==> config.mk <==
export PLATFORM = sky130hd
export DESIGN_NAME = mdu
export DESIGN_NICKNAME = d
export VERILOG_FILES = /design/src/rtl/mdu_pkg.sv /design/src/rtl/mdu_div_step.sv /design/src/rtl/mdu.sv
export SDC_FILE = /design/constraint.sdc
export NUM_CORES = 1
export LEC_CHECK = 0
export CAP_MARGIN = 15
export CORE_ASPECT_RATIO = 1.25
export CORE_UTILIZATION = 30
export CTS_CLUSTER_DIAMETER = 120
export DETAILED_ROUTE_END_ITERATION = 10
export PLACE_DENSITY = 0.6
export REMOVE_ABC_BUFFERS = 1
export SETUP_SLACK_MARGIN = 0.02
export SLEW_MARGIN = 20
export SYNTH_ARGS = -nofsm -noshare
export SYNTH_HDL_FRONTEND = slang
export SYNTH_SLANG_ARGS = --single-unit
==> constraint.sdc <==
create_clock -name clk -period 3.7 [get_ports clk]
set_input_delay 0.555 -clock clk [delete_from_list [all_inputs] [get_ports clk]]
set_output_delay 0.555 -clock clk [all_outputs]
set_load 0.005 [all_outputs]
==> src/rtl/mdu_pkg.sv <==
// mdu_pkg: shared types for the iterative multiply/divide unit.
//   mdu_op_t    - RV32M funct3 operation encodings (MDU_MUL .. MDU_REMU)
//   mdu_state_t - control FSM states (IDLE, BUSY, DONE)
//   mdu_cnt_w() - iteration counter width for a given operand width
// Optional divider datapath is selected in mdu.sv by the MDU_DIV_EN macro.
package mdu_pkg;

    typedef enum logic [2:0] {
        MDU_MUL    = 3'd0,
        MDU_MULH   = 3'd1,
        MDU_MULHSU = 3'd2,
        MDU_MULHU  = 3'd3,
        MDU_DIV    = 3'd4,
        MDU_DIVU   = 3'd5,
        MDU_REM    = 3'd6,
        MDU_REMU   = 3'd7
    } mdu_op_t;

    typedef enum logic [1:0] {
        IDLE = 2'd0,
        BUSY = 2'd1,
        DONE = 2'd2
    } mdu_state_t;

    // Counter runs BITSIZE-1 down to 0, so $clog2(BITSIZE) bits suffice.
    function automatic int mdu_cnt_w(input int bitsize);
        return $clog2(bitsize);
    endfunction

endpackage

==> src/rtl/mdu_div_step.sv <==
// mdu_div_step: one combinational restoring-division iteration on magnitudes.
//   rem_i [BITSIZE:0]   partial remainder in
//   quo_i [BITSIZE-1:0] quotient/dividend shift register in (MSB is next dividend bit)
//   div_i [BITSIZE-1:0] divisor magnitude
//   rem_o, quo_o        updated remainder and quotient
// Only instantiated when MDU_DIV_EN is defined.
module mdu_div_step #(
    parameter int BITSIZE = 32
) (
    input  logic [BITSIZE:0]   rem_i,
    input  logic [BITSIZE-1:0] quo_i,
    input  logic [BITSIZE-1:0] div_i,
    output logic [BITSIZE:0]   rem_o,
    output logic [BITSIZE-1:0] quo_o
);

    logic [BITSIZE+1:0] shifted_s;
    logic [BITSIZE+1:0] diff_s;
    logic               ge_s;

    // Trial subtraction one bit wider than the shifted remainder so that the
    // MSB is a true borrow (shifted value is always below 2^(BITSIZE+1)).
    assign shifted_s = {rem_i, quo_i[BITSIZE-1]};
    assign diff_s    = shifted_s - {2'b00, div_i};
    assign ge_s      = ~diff_s[BITSIZE+1];
    assign rem_o     = ge_s ? diff_s[BITSIZE:0] : shifted_s[BITSIZE:0];
    assign quo_o     = {quo_i[BITSIZE-2:0], ge_s};

endmodule

==> src/rtl/mdu.sv <==
// mdu: iterative RV32M multiply/divide unit with valid/ready handshakes.
//   clk, rst_i (sync, active-high), flush_i (abort, drops result)
//   valid_i/ready_o  operand handshake; operation_i = funct3, A_i = rs1, B_i = rs2
//   valid_o/ready_i  result handshake; R_o result; div_zero_o flags divide by zero
// Multiply: radix-2 shift-add on magnitudes, BITSIZE iterations.
// Divide: restoring on magnitudes, BITSIZE iterations, with single-cycle
// fast paths for divide-by-zero and signed overflow.
// Macro MDU_DIV_EN: when undefined there is no divider; ops 4-7 complete in
// one cycle with R_o=0 and div_zero_o=0.
module mdu
    import mdu_pkg::*;
#(
    parameter int BITSIZE = 32
) (
    input  logic               clk,
    input  logic               rst_i,
    input  logic               flush_i,
    input  logic               valid_i,
    output logic               ready_o,
    input  logic [2:0]         operation_i,
    input  logic [BITSIZE-1:0] A_i,
    input  logic [BITSIZE-1:0] B_i,
    output logic               valid_o,
    input  logic               ready_i,
    output logic [BITSIZE-1:0] R_o,
    output logic               div_zero_o
);

    localparam int CNT_W = mdu_cnt_w(BITSIZE);
    localparam logic [BITSIZE-1:0] ZERO_W = {BITSIZE{1'b0}};

    mdu_state_t             state_q, state_d;
    logic [CNT_W-1:0]       cnt_q, cnt_d;
    mdu_op_t                op_q, op_d;
    logic                   neg_q, neg_d;
    logic [BITSIZE-1:0]     mag_q, mag_d;      // multiplicand or divisor magnitude
    logic [2*BITSIZE-1:0]   acc_q, acc_d;      // product, or quotient in low half
    logic                   ready_q, ready_d;
    logic                   valid_q, valid_d;
    logic [BITSIZE-1:0]     r_q, r_d;
    logic                   dz_q, dz_d;

    mdu_op_t                op_in_s;
    logic                   a_signed_s, b_signed_s, a_neg_s, b_neg_s;
    logic [BITSIZE-1:0]     a_mag_s, b_mag_s;
    logic [BITSIZE:0]       sum_s;
    logic [2*BITSIZE-1:0]   mul_next_s, prod_s;
    logic [BITSIZE-1:0]     mul_res_s, fin_res_s;

    // Operand signedness and magnitudes for the incoming operation.
    assign op_in_s    = mdu_op_t'(operation_i);
    assign a_signed_s = (op_in_s != MDU_MULHU) && (op_in_s != MDU_DIVU) && (op_in_s != MDU_REMU);
    assign b_signed_s = (op_in_s == MDU_MUL) || (op_in_s == MDU_MULH) ||
                        (op_in_s == MDU_DIV) || (op_in_s == MDU_REM);
    assign a_neg_s    = a_signed_s & A_i[BITSIZE-1];
    assign b_neg_s    = b_signed_s & B_i[BITSIZE-1];
    assign a_mag_s    = a_neg_s ? (ZERO_W - A_i) : A_i;
    assign b_mag_s    = b_neg_s ? (ZERO_W - B_i) : B_i;

    // Shift-add step: the multiplier sits in the low half and is consumed LSB first.
    assign sum_s      = {1'b0, acc_q[2*BITSIZE-1:BITSIZE]} +
                        (acc_q[0] ? {1'b0, mag_q} : {(BITSIZE+1){1'b0}});
    assign mul_next_s = {sum_s, acc_q[BITSIZE-1:1]};
    assign prod_s     = neg_q ? ({(2*BITSIZE){1'b0}} - mul_next_s) : mul_next_s;
    assign mul_res_s  = (op_q == MDU_MUL) ? prod_s[BITSIZE-1:0] : prod_s[2*BITSIZE-1:BITSIZE];

`ifdef MDU_DIV_EN
    logic [BITSIZE:0]   rem_q, rem_d;
    logic [BITSIZE:0]   rem_step_s;
    logic [BITSIZE-1:0] quo_step_s, quo_fix_s, rem_fix_s, div_res_s;
    logic               min_s, is_sdiv_s;

    mdu_div_step #(
        .BITSIZE (BITSIZE)
    ) u_div_step (
        .rem_i (rem_q),
        .quo_i (acc_q[BITSIZE-1:0]),
        .div_i (mag_q),
        .rem_o (rem_step_s),
        .quo_o (quo_step_s)
    );

    assign quo_fix_s = neg_q ? (ZERO_W - quo_step_s) : quo_step_s;
    assign rem_fix_s = neg_q ? (ZERO_W - rem_step_s[BITSIZE-1:0]) : rem_step_s[BITSIZE-1:0];
    assign div_res_s = ((op_q == MDU_DIV) || (op_q == MDU_DIVU)) ? quo_fix_s : rem_fix_s;
    assign fin_res_s = op_q[2] ? div_res_s : mul_res_s;
    assign min_s     = (A_i == {1'b1, {(BITSIZE-1){1'b0}}});
    assign is_sdiv_s = (op_in_s == MDU_DIV) || (op_in_s == MDU_REM);
`else
    assign fin_res_s = mul_res_s;
`endif

    // Next-state, datapath and registered-output computation.
    always_comb begin
        state_d = state_q;
        cnt_d   = cnt_q;
        op_d    = op_q;
        neg_d   = neg_q;
        mag_d   = mag_q;
        acc_d   = acc_q;
        r_d     = r_q;
        dz_d    = dz_q;
`ifdef MDU_DIV_EN
        rem_d   = rem_q;
`endif
        case (state_q)
            IDLE: begin
                if (valid_i) begin
                    op_d  = op_in_s;
                    cnt_d = CNT_W'(BITSIZE - 1);
                    dz_d  = 1'b0;
                    if (!op_in_s[2]) begin
                        neg_d   = a_neg_s ^ b_neg_s;
                        mag_d   = a_mag_s;
                        acc_d   = {ZERO_W, b_mag_s};
                        state_d = BUSY;
                    end else begin
`ifdef MDU_DIV_EN
                        // Remainder follows the dividend sign, quotient the XOR.
                        neg_d = ((op_in_s == MDU_REM) || (op_in_s == MDU_REMU)) ?
                                a_neg_s : (a_neg_s ^ b_neg_s);
                        mag_d = b_mag_s;
                        acc_d = {ZERO_W, a_mag_s};
                        rem_d = {(BITSIZE+1){1'b0}};
                        if (B_i == ZERO_W) begin
                            state_d = DONE;
                            dz_d    = 1'b1;
                            r_d     = ((op_in_s == MDU_DIV) || (op_in_s == MDU_DIVU)) ?
                                      {BITSIZE{1'b1}} : A_i;
                        end else if (is_sdiv_s && min_s && (B_i == {BITSIZE{1'b1}})) begin
                            state_d = DONE;
                            r_d     = (op_in_s == MDU_DIV) ? A_i : ZERO_W;
                        end else begin
                            state_d = BUSY;
                        end
`else
                        state_d = DONE;
                        r_d     = ZERO_W;
`endif
                    end
                end else begin
                    state_d = IDLE;
                end
            end
            BUSY: begin
                cnt_d = cnt_q - CNT_W'(1);
`ifdef MDU_DIV_EN
                if (op_q[2]) begin
                    acc_d = {ZERO_W, quo_step_s};
                    rem_d = rem_step_s;
                end else begin
                    acc_d = mul_next_s;
                end
`else
                acc_d = mul_next_s;
`endif
                if (cnt_q == {CNT_W{1'b0}}) begin
                    state_d = DONE;
                    r_d     = fin_res_s;
                end else begin
                    state_d = BUSY;
                end
            end
            DONE: begin
                if (ready_i) begin
                    state_d = IDLE;
                end else begin
                    state_d = DONE;
                end
            end
            default: begin
                state_d = IDLE;
            end
        endcase

        if (flush_i) begin
            state_d = IDLE;
        end else begin
            state_d = state_d;
        end

        ready_d = (state_d == IDLE);
        valid_d = (state_d == DONE);
    end

    // State and datapath registers with synchronous reset.
    always_ff @(posedge clk) begin
        if (rst_i) begin
            state_q <= IDLE;
            cnt_q   <= {CNT_W{1'b0}};
            op_q    <= MDU_MUL;
            neg_q   <= 1'b0;
            mag_q   <= ZERO_W;
            acc_q   <= {(2*BITSIZE){1'b0}};
            ready_q <= 1'b1;
            valid_q <= 1'b0;
            r_q     <= ZERO_W;
            dz_q    <= 1'b0;
`ifdef MDU_DIV_EN
            rem_q   <= {(BITSIZE+1){1'b0}};
`endif
        end else begin
            state_q <= state_d;
            cnt_q   <= cnt_d;
            op_q    <= op_d;
            neg_q   <= neg_d;
            mag_q   <= mag_d;
            acc_q   <= acc_d;
            ready_q <= ready_d;
            valid_q <= valid_d;
            r_q     <= r_d;
            dz_q    <= dz_d;
`ifdef MDU_DIV_EN
            rem_q   <= rem_d;
`endif
        end
    end

    assign ready_o    = ready_q;
    assign valid_o    = valid_q;
    assign R_o        = r_q;
    assign div_zero_o = dz_q;

endmodule

==> results of run 1 <==
## metal layers
layer | vias to the layer above | GRT usage [%] | share of wire (%)
met5 | - | 0 | 0
met4 | 0 | 8.21 | 3.4
met3 | 61 | 2.51 | 3.2
met2 | 210 | 35.3 | 52
met1 | 5217 | 21.3 | 41
li1 | 5359 | - | -
## repair_timing
item,4_1_cts,5_1_grt
endpoints found under the setup margin,18,19
cloned,0,0
gates resized for setup,29,82
pin swaps,7,50
buffers inserted,2,19
## power by group through the flow
stage	logic, mW	registers (mW)	clock network, mW
floorplan	0.463	1.66	0
global placement	0.847	1.65	0
detailed placement	0.859	1.65	0
CTS	0.872	1.62	1.90
global route	0.988	1.63	1.95
finish	0.903	1.62	1.86
## worst register-to-register path: stages (launching register included)
cell      delay, ns
dfxtp_4        0.36
buf_6          0.14
buf_12         0.14
and2_4         0.16
ha_4           0.21
buf_4          0.14
and3_4         0.19
and2_4         0.17
a21oi_4        0.13
a21oi_2        0.05
o311a_1        0.37
a2111o_1       0.44
buf_6          0.15
nor4_4         0.25
buf_4          0.19
and2_1         0.15
nand2_1        0.06
o311ai_2       0.24
## synthesized netlist by cell type, types with 6 or more instances
library cell,n,area [sq um]
nand4_1,7,43.8
a22oi_1,41,308
nor2_1,114,428
nor3_1,23,115
and2_1,44,275
xnor2_1,78,683
inv_1,18,67.6
a21o_1,18,135
o41ai_1,9,78.8
a311oi_1,12,105
o21ai_0,62,310
dfxtp_1,141,2820
clkbuf_1,78,293
a21oi_1,151,756
and3_1,11,68.8
nor4_1,17,106
or3_1,23,144
o211ai_1,15,113
or4_1,13,97.6
nand2b_1,8,50.1
nand3_1,42,210
a31oi_1,16,100
nand3b_1,6,45.0
o31ai_1,19,143
xor2_1,50,438
a211oi_1,32,240
or2_2,8,50.1
nand2_1,153,574
o22ai_1,9,56.3
ha_1,37,463
## cells by family after synthesis
logic type / Yosys count
AOI/OAI and AO/OA: 441
xor gates and xnor gates: 128
adders and majority gates: 38
buffers and inverters: 110
DFF: 141
muxes: 3
other: 1
and+or+nand+nor: 492
## registers in the layout (all words and copies together), names as in the netlist
register,cells
neg_q,1
acc_q,64
mag_q,32
ready_o,1
valid_o,1
cnt_q,5
R_o,32
op_q,3
state_q,2
## area by class of cell
class	instances	share of cell area (%)
clock buffer	19	3.11
clock inverter	11	1.38
inverter	19	0.512
multi-input combinational	1103	53.8
sequential	141	20.3
tap	423	3.80
timing repair buffer	279	17.1
## path summary, 6_finish.rpt
kind / start / end / slack, ns
max: acc_q[0]$_SDFFE_PP0P_ / R_o[30]$_SDFFE_PP0P_ / 0.03
min: mag_q[21]$_SDFFE_PP0P_ / mag_q[21]$_SDFFE_PP0P_ / 0.45
max reg2reg: acc_q[0]$_SDFFE_PP0P_ / R_o[30]$_SDFFE_PP0P_ / 0.03
min reg2reg: mag_q[21]$_SDFFE_PP0P_ / mag_q[21]$_SDFFE_PP0P_ / 0.45
## per-stage QoR
stage | area, sq um | hold WS [ns]
after floorplan | 9830 | 0.421
after global placement | 12600 | 0.445
after detailed placement | 12600 | 0.446
after CTS | 13400 | 0.454
after global routing | 13900 | 0.475
final | 13900 | 0.454
==> flow_summary.toml, run 1 <==
[critical_path]
r2r_cells = 17
cp.required_ns = 4.04
max_stage_delay_ns = 0.44
worst-path-max-fanout = 18
crit_slowest_cell = "a2111o_1"
cp_data_arrival_time_ns = 4.01
worstSetupEndpointType = "register"
path_buf_inv = 5
crit_path_cell_trace = "buf_6 > buf_12 > and2_4 > ha_4 > buf_4 > and3_4 > and2_4 > a21oi_4 > a21oi_2 > o311a_1 > a2111o_1 > buf_6 > nor4_4 > buf_4 > and2_1 > nand2_1 > o311ai_2"
cp_num_cells = 17
crit_path_start_kind = "register"
critical_path.top_delay_family = "compound AO/OA/AOI/OAI gates"
path_class = "reg -> reg"

[clock_tree]
clockBufferDepth = 2
tritoncts = "built"
cts_buffers = 17
path_clk_slew_ns = 0.07
clk_latency_ns = 0.44
cts_hold_buf = 0
cts_sinks = 141
cts-root-buf = "clkbuf_16"
htreeDepth = 4

[timing]
timing.final.crit_share_pct = 99.1
drv_slew = 0
setup-tns-final_ns = 0
relSlewSlack_pct = 52.7
finalSetupViolations = 0
period_minus_slack_ns = 3.67
worst_pin_slew_ns = 0.706
hold_violations = 0
rsz0062_at_grt = "true"
fin_skew_ns = 0.0142
fmax_ghz = 0.273
fin_ws_ns = 0.0349

[detailed_routing]
wl_microns = 34100
wl_per_cell_microns = 17.1
drc = 0
vias = 10800
drt-initial-drc-count = 636
viasPerCell = 5.44
drtPass1Iterations = 5
ant_nets = 0

[flow_run]
drv_cap = 0

[pwr]
max-vdd-ir-drop_uv = 250
power_density_mw_per_mm2 = 315
p_leak_nw = 5.34
p_switching_mw = 1.22
power_mw = 4.39
intPower_mw = 3.16
p_sw_share_pct = 27.9
p_comb_share_pct = 20.6
clockPowerShare_pct = 42.5
seq_power_share_pct = 36.9

[synthesis]
synth_edf_count = 0
synth_seq_cells = 141
synth.avg_cell_area_sq_um = 7.54
syn_inst = 1354
synth_fa_ha_area_share_pct = 4.73
synthArstFlopShare_pct = 0
yosysUniqueCellTypes = 80
synth_warnings = 0
synth_top_family_by_area = "compound AO/OA/AOI/OAI gates"
synth_compound_area_share_pct = 28.2
yosysSeqAreaShare_pct = 27.6
synthMuxAreaShare_pct = 0.294
synthFlopType = "dfxtp_1"
syn_area_sq_mm = 0.0102
synthSimpleGateAreaFrac_pct = 23.6
synthXorXnorAreaFrac_pct = 11.0

[placement]
port_buffers = 105
dp.cells = 1944
post-place-ws_ns = -0.279
hpwl_microns = 25700
gp_congestion = 0.882

[die]
start_util_pct = 30.5
io_pins = 107
core_area_sq_mm = 0.0335
die_y_microns = 208
fp.dieW_microns = 167
dieArea_sq_mm = 0.0348
core.rowCount = 75

[global_route]
antenna_found_initial = 0
grt_pass1_vias = 10500
grt_start_max_net_pins = 59
grt_use_total_pct = 18.9
grt_overflow_total = 0
grt_pass1_wl_microns = 52600

[cells_and_area]
regArea_sq_mm = 0.00283
final_cell_mix = "169 x buf_4, 151 x nand2_1, 139 x dfxtp_1, 136 x a21oi_1, 112 x nor2_1"
multiInputGateArea_sq_mm = 0.00749
drive_gt1_share_pct = 19.5
finish.net_count = 1671
fill_cells = 3403
final_core_utilization_pct = 41.6
final_cells = 1995
area_delta_synth_final_pct = 36.4
final_common_cell = "buf_4"
antennaDiodeCount = 0

[hold_path]
hold_depth = 2
hold_path_class = "reg -> reg"

[status]
status = "completed"
(Power assumes the default switching activity.)
==> run 2: changes to the inputs <==
CORE_UTILIZATION = 54   (was 30)
CTS_BUF_LIST = sky130_fd_sc_hd__clkbuf_4   (was unset)
PLACE_DENSITY = 0.91   (was 0.6)
==> run 2 against run 1 <==
Effect of this change: combinational power decreased by 0.6%; largest cell class unchanged; first-iteration DRC count is 61% higher; the run now ends with design-rule violations, negative setup slack left; fmax decreased by 1.5%; sequential share of layout area is 1.4 points higher; highest routed layer unchanged.
==> flow_summary.toml, run 2 (synthesis results as in run 1) <==
[die]
dieArea_sq_mm = 0.0195
die_y_microns = 156
start_util_pct = 55.8
core.rowCount = 55
fp.dieW_microns = 125
io_pins = 107
core_area_sq_mm = 0.0183

[detailed_routing]
ant_nets = 0
drtPass1Iterations = 9
wl_per_cell_microns = 18.1
drc = 11
viasPerCell = 6.36
wl_microns = 32100
vias = 11300
drt-initial-drc-count = 1023

[critical_path]
r2r_start = "acc_q[15]$_SDFFE_PP0P_"
critical_path.top_delay_family = "simple AND/OR/NAND/NOR gates"
max_stage_delay_ns = 0.55
r2r_cells = 11
cp_num_cells = 11
path_buf_inv = 1
r2r-end = "R_o[14]$_SDFFE_PP0P_"
worstSetupEndpointType = "register"
crit_path_start_kind = "register"
cp.required_ns = 4.15
crit_slowest_cell = "or4b_4"
worst-path-max-fanout = 4
cp_data_arrival_time_ns = 4.17
crit_path_cell_trace = "or4_4 > or3_4 > or4_4 > o31ai_4 > nand2_2 > or4b_4 > buf_6 > o31ai_4 > xnor2_1 > a222oi_1 > nor2_1"
path_class = "reg -> reg"
r2r_slack_ns = -0.02

[pwr]
p_leak_nw = 5.01
seq_power_share_pct = 46.9
intPower_mw = 2.26
p_comb_share_pct = 26.0
power_density_mw_per_mm2 = 266
clockPowerShare_pct = 27.2
max-vdd-ir-drop_uv = 266
p_switching_mw = 1.20
p_sw_share_pct = 34.6

[placement]
hpwl_microns = 23100
gp_congestion = 0.965
placed_area_sq_mm = 0.0122
port_buffers = 105

[hold_path]
worstHoldStart = "mag_q[17]$_SDFFE_PP0P_"
hold_path_class = "reg -> reg"
worst_hold_path.endpoint = "mag_q[17]$_SDFFE_PP0P_"
hold_depth = 2

[global_route]
antenna_found_initial = 2
grt_use_total_pct = 31.3
grt_overflow_total = 0
grt_start_max_net_pins = 96
grt_pass1_wl_microns = 49400
grt_pass1_vias = 10500

[status]
status = "finished with violations"
violations = "design-rule violations, negative setup slack"

[clock_tree]
cts-root-buf = "clkbuf_4"
cts_sinks = 141
htreeDepth = 4
path_clk_slew_ns = 0.13
cts_buffers = 17
clk_latency_ns = 0.59
tritoncts = "built"
clockBufferDepth = 2

[cells_and_area]
design_area_sq_mm = 0.0130
finish.net_count = 1644
final_common_cell = "nand2_1"
fill_cells = 1417
drive_gt1_share_pct = 17.6
regMostFlops = "acc_q"
final_cell_mix = "152 x nand2_1, 142 x buf_4, 140 x a21oi_1, 139 x dfxtp_1, 112 x nor2_1"
multiInputGateArea_sq_mm = 0.00738
largest_register_ffs = 64
regArea_sq_mm = 0.00283
area_delta_synth_final_pct = 27.3

[timing]
finalSetupViolations = 1
fmax_ghz = 0.269
drv_slew = 0
fin_ws_ns = -0.0198
fin_skew_ns = 0.0268
worst_pin_slew_ns = 1.01
relSlewSlack_pct = 32.7
rsz0062_at_grt = "true"
period_minus_slack_ns = 3.72
timing.final.crit_share_pct = 101
setup-tns-final_ns = -0.0198
hold_violations = 0

[flow_run]
drv_cap = 0
[run 2: worst reg2reg max path, stage by stage (launching register included)]
cell and delay (ns):
dfxtp_2 0.35, or4_4 0.53, or3_4 0.36, or4_4 0.53, o31ai_4 0.29, nand2_2 0.09, or4b_4 0.55, buf_6 0.15
o31ai_4 0.19, xnor2_1 0.13, a222oi_1 0.36, nor2_1 0.07
[run 2: how the worst max path moves through the flow]
stage | endpoint | from
6_report | R_o[14]$_SDFFE_PP0P_ | acc_q[15]$_SDFFE_PP0P_
5_1_grt | R_o[29]$_SDFFE_PP0P_ | acc_q[0]$_SDFFE_PP0P_
4_1_cts | R_o[30]$_SDFFE_PP0P_ | acc_q[0]$_SDFFE_PP0P_
3_5_place_dp | R_o[30]$_SDFFE_PP0P_ | acc_q[0]$_SDFFE_PP0P_
3_3_place_gp | R_o[31]$_SDFFE_PP0P_ | acc_q[0]$_SDFFE_PP0P_
2_1_floorplan | acc_q[1]$_SDFFE_PP0P_ | valid_i
[run 2: through the flow]
step           setup WS (ns)  power (mW)  util [%]  cells  hold slack, ns
2_1_floorplan          -1.67        2.12         -   1263           0.421
3_3_place_gp         -0.0993        2.46      66.7   1730           0.437
3_5_place_dp          -0.316        2.48      66.7   1730           0.439
4_1_cts               0.0131        3.40      68.9   1768           0.456
5_1_grt               -0.100        3.60      71.0   1776           0.493
6_report             -0.0198        3.46      71.0   1776           0.454
[run 2: what timing repair did]
| item | 4_1_cts | 5_1_grt |
|---|---|---|
| endpoints found under the setup margin | 19 | 21 |
| pin swaps | 14 | 37 |
| hold buffers | 0 | 0 |
| gates cloned | 0 | 0 |
| setup buffers | 6 | 7 |
| gates resized for setup | 26 | 67 |
| hold endpoints to repair | 0 | 0 |
[run 2: power by group through the flow]
stage | Combinational, mW | Sequential (mW) | Clock [mW]
floorplan | 0.463 | 1.66 | 0
global placement | 0.809 | 1.65 | 0
detailed placement | 0.830 | 1.65 | 0
CTS | 0.840 | 1.62 | 0.937
global route | 0.966 | 1.63 | 1.01
finish | 0.898 | 1.62 | 0.940
[run 2: layout make-up]
cell class | count | area share (%)
timing repair buffer | 252 | 16.9
clock buffer | 18 | 1.04
tap | 228 | 2.19
antenna | 1 | 0.0192
clock inverter | 14 | 0.856
sequential | 141 | 21.7
inverter | 19 | 0.548
multi-input combinational | 1103 | 56.8
[run 2: metal layers]
metal | global-route usage (%) | wire (microns) | up-vias
li1 | - | - | 5337
met1 | 35.3 | 12300 | 5337
met2 | 57.1 | 16200 | 485
met3 | 5.08 | 2220 | 132
met4 | 15.2 | 1410 | 0
met5 | 0 | 0 | -
==> run 3: changes to the inputs <==
CORE_UTILIZATION = 55   (was 54)
DONT_BUFFER_PORTS = 1   (was unset)
PLACE_DENSITY = 0.84   (was 0.91)
==> run 3 against run 2 <==
Effect of this change: the run now ends clean; global-route usage up 0.43 points; largest power group unchanged; worst setup slack better by 0.073 ns; final cell count down 7.0%; fmax up 2.0%; register-to-register slack better by 0.07 ns; core utilization down 5.7 points; clock power up 24%; first-iteration DRC count up 0.39%.
==> flow_summary.toml, run 3 (synthesis results as in run 1) <==
[cells_and_area]
design_area_sq_mm = 0.0119
finish.net_count = 1520
regMostFlops = "acc_q"
drive_gt1_share_pct = 17.6
largest_register_ffs = 64
final_common_cell = "nand2_1"
final_cell_mix = "152 x nand2_1, 141 x a21oi_1, 139 x dfxtp_1, 123 x buf_4, 110 x nor2_1"
area_delta_synth_final_pct = 16.3
final_cells = 1652

[timing]
worst_pin_slew_ns = 1.08
drv_slew = 0
timing.final.crit_share_pct = 98.6
finalSetupViolations = 0
fin_ws_ns = 0.0536
fmax_ghz = 0.274
rsz0062_at_grt = "true"
relSlewSlack_pct = 27.8
hold_violations = 0
period_minus_slack_ns = 3.65
fin_skew_ns = 0.0313

[critical_path]
max_stage_delay_ns = 0.58
crit_slowest_cell = "or4b_4"
r2r_start = "acc_q[0]$_SDFFE_PP0P_"
path_class = "reg -> reg"
worstSetupEndpointType = "register"
path_buf_inv = 6
r2r_cells = 18
startpoint = "acc_q[0]$_SDFFE_PP0P_"
critical_path.top_delay_family = "simple AND/OR/NAND/NOR gates"
cp.required_ns = 4.24
crit_path_start_kind = "register"
cp_data_arrival_time_ns = 4.19
crit_path_cell_trace = "and2_4 > ha_4 > fa_2 > a211oi_4 > buf_4 > buf_4 > buf_4 > a21oi_1 > o22ai_1 > buf_4 > nand2_2 > or4b_4 > nor4_4 > buf_6 > buf_4 > or3_1 > nand3_1 > a21oi_1"
path_common_cell = "buf_4"
worst-path-max-fanout = 6
cp_num_cells = 18

[detailed_routing]
wl_per_cell_microns = 18.6
ant_nets = 0
wl_microns = 30800
drt-initial-drc-count = 1027
vias = 10600
viasPerCell = 6.45
drc = 0
drtPass1Iterations = 7

[die]
io_pins = 107
fp.dieW_microns = 124
core_area_sq_mm = 0.0182
die_y_microns = 154
core.rowCount = 55
start_util_pct = 56.2
dieArea_sq_mm = 0.0191

[global_route]
antenna_found_initial = 1
grt_pass1_wl_microns = 47800
grt_use_total_pct = 31.7
grt_pass1_vias = 10000
grt_overflow_total = 0
grt_start_max_net_pins = 142

[pwr]
intPower_mw = 2.45
p_switching_mw = 1.09
clockPowerShare_pct = 33.0
p_sw_share_pct = 30.7
max-vdd-ir-drop_uv = 249
seq_power_share_pct = 46.0
power_density_mw_per_mm2 = 298
p_comb_share_pct = 21.0
p_leak_nw = 4.53
power_mw = 3.54

[hold_path]
worstHoldStart = "rst_i"
hold_path_class = "in -> reg"
hold_depth = 1

[placement]
dp.cells = 1606
placed_area_sq_mm = 0.0110
gp_congestion = 0.978
post-place-ws_ns = -0.149
hpwl_microns = 22000
port_buffers = 0

[clock_tree]
cts-root-buf = "clkbuf_4"
path_clk_slew_ns = 0.14
cts_buffers = 17
clockBufferDepth = 2
tritoncts = "built"
clk_latency_ns = 0.60
cts_sinks = 141
htreeDepth = 4

[status]
status = "completed"

[flow_run]
drv_cap = 0
## run 3: cell type report
type	instances	area, sq um
Clock buffer	19	143
Tap cell	228	285
Inverter	19	71.3
Multi-Input combinational cell	1103	7360
Antenna cell	1	2.50
Sequential cell	141	2830
Clock inverter	13	185
Fill cell	1518	6300
Timing Repair Buffer	128	996
## run 3: per-stage QoR
step	TNS [ns]	utilization, %	hold WS, ns
2_1_floorplan	-59.75	-	0.421
3_3_place_gp	-0.235	60.7	0.430
3_5_place_dp	-1.00	60.7	0.437
4_1_cts	0	63.5	0.00567
5_1_grt	-0.413	65.3	0.0136
6_report	0	65.3	0.0449
## run 3: power groups by stage
stage	sequential, mW	combinational, mW	clock, mW
finish	1.63	0.743	1.17
global route	1.64	0.806	1.23
CTS	1.63	0.701	1.18
detailed placement	1.66	0.684	0
global placement	1.66	0.667	0
floorplan	1.66	0.463	0
## run 3: layer usage
layer | part of all wire [%] | global-route usage (%) | routed length [microns]
met3 | 6.3 | 6.27 | 1940
met1 | 39 | 36.4 | 12100
met5 | 0 | 0 | 0
met4 | 4.9 | 18.7 | 1500
met2 | 49 | 53.5 | 15200
## run 3: worst paths after layout
check	end	slack (ns)
max	R_o[20]$_SDFFE_PP0P_	0.05
min	mag_q[29]$_SDFFE_PP0P_	0.04
max reg2reg	R_o[20]$_SDFFE_PP0P_	0.05
min reg2reg	mag_q[17]$_SDFFE_PP0P_	0.46
## run 3: worst register-to-register path, cell delays in order (launching register included)
cell and delay [ns]:
dfxtp_2 0.35, and2_4 0.16, ha_4 0.16, fa_2 0.39, a211oi_4 0.29, buf_4 0.17
buf_4 0.10, buf_4 0.10, a21oi_1 0.05, o22ai_1 0.15, buf_4 0.16, nand2_2 0.05
or4b_4 0.58, nor4_4 0.31, buf_6 0.18, buf_4 0.12, or3_1 0.09, nand3_1 0.07
a21oi_1 0.14
## run 3: what timing repair did
action	4_1_cts	5_1_grt
gates resized for setup	24	64
endpoints found under the hold margin	2	0
buffers inserted	6	6
setup endpoints to repair	16	19
hold buffers	1	0
pin swaps	11	36
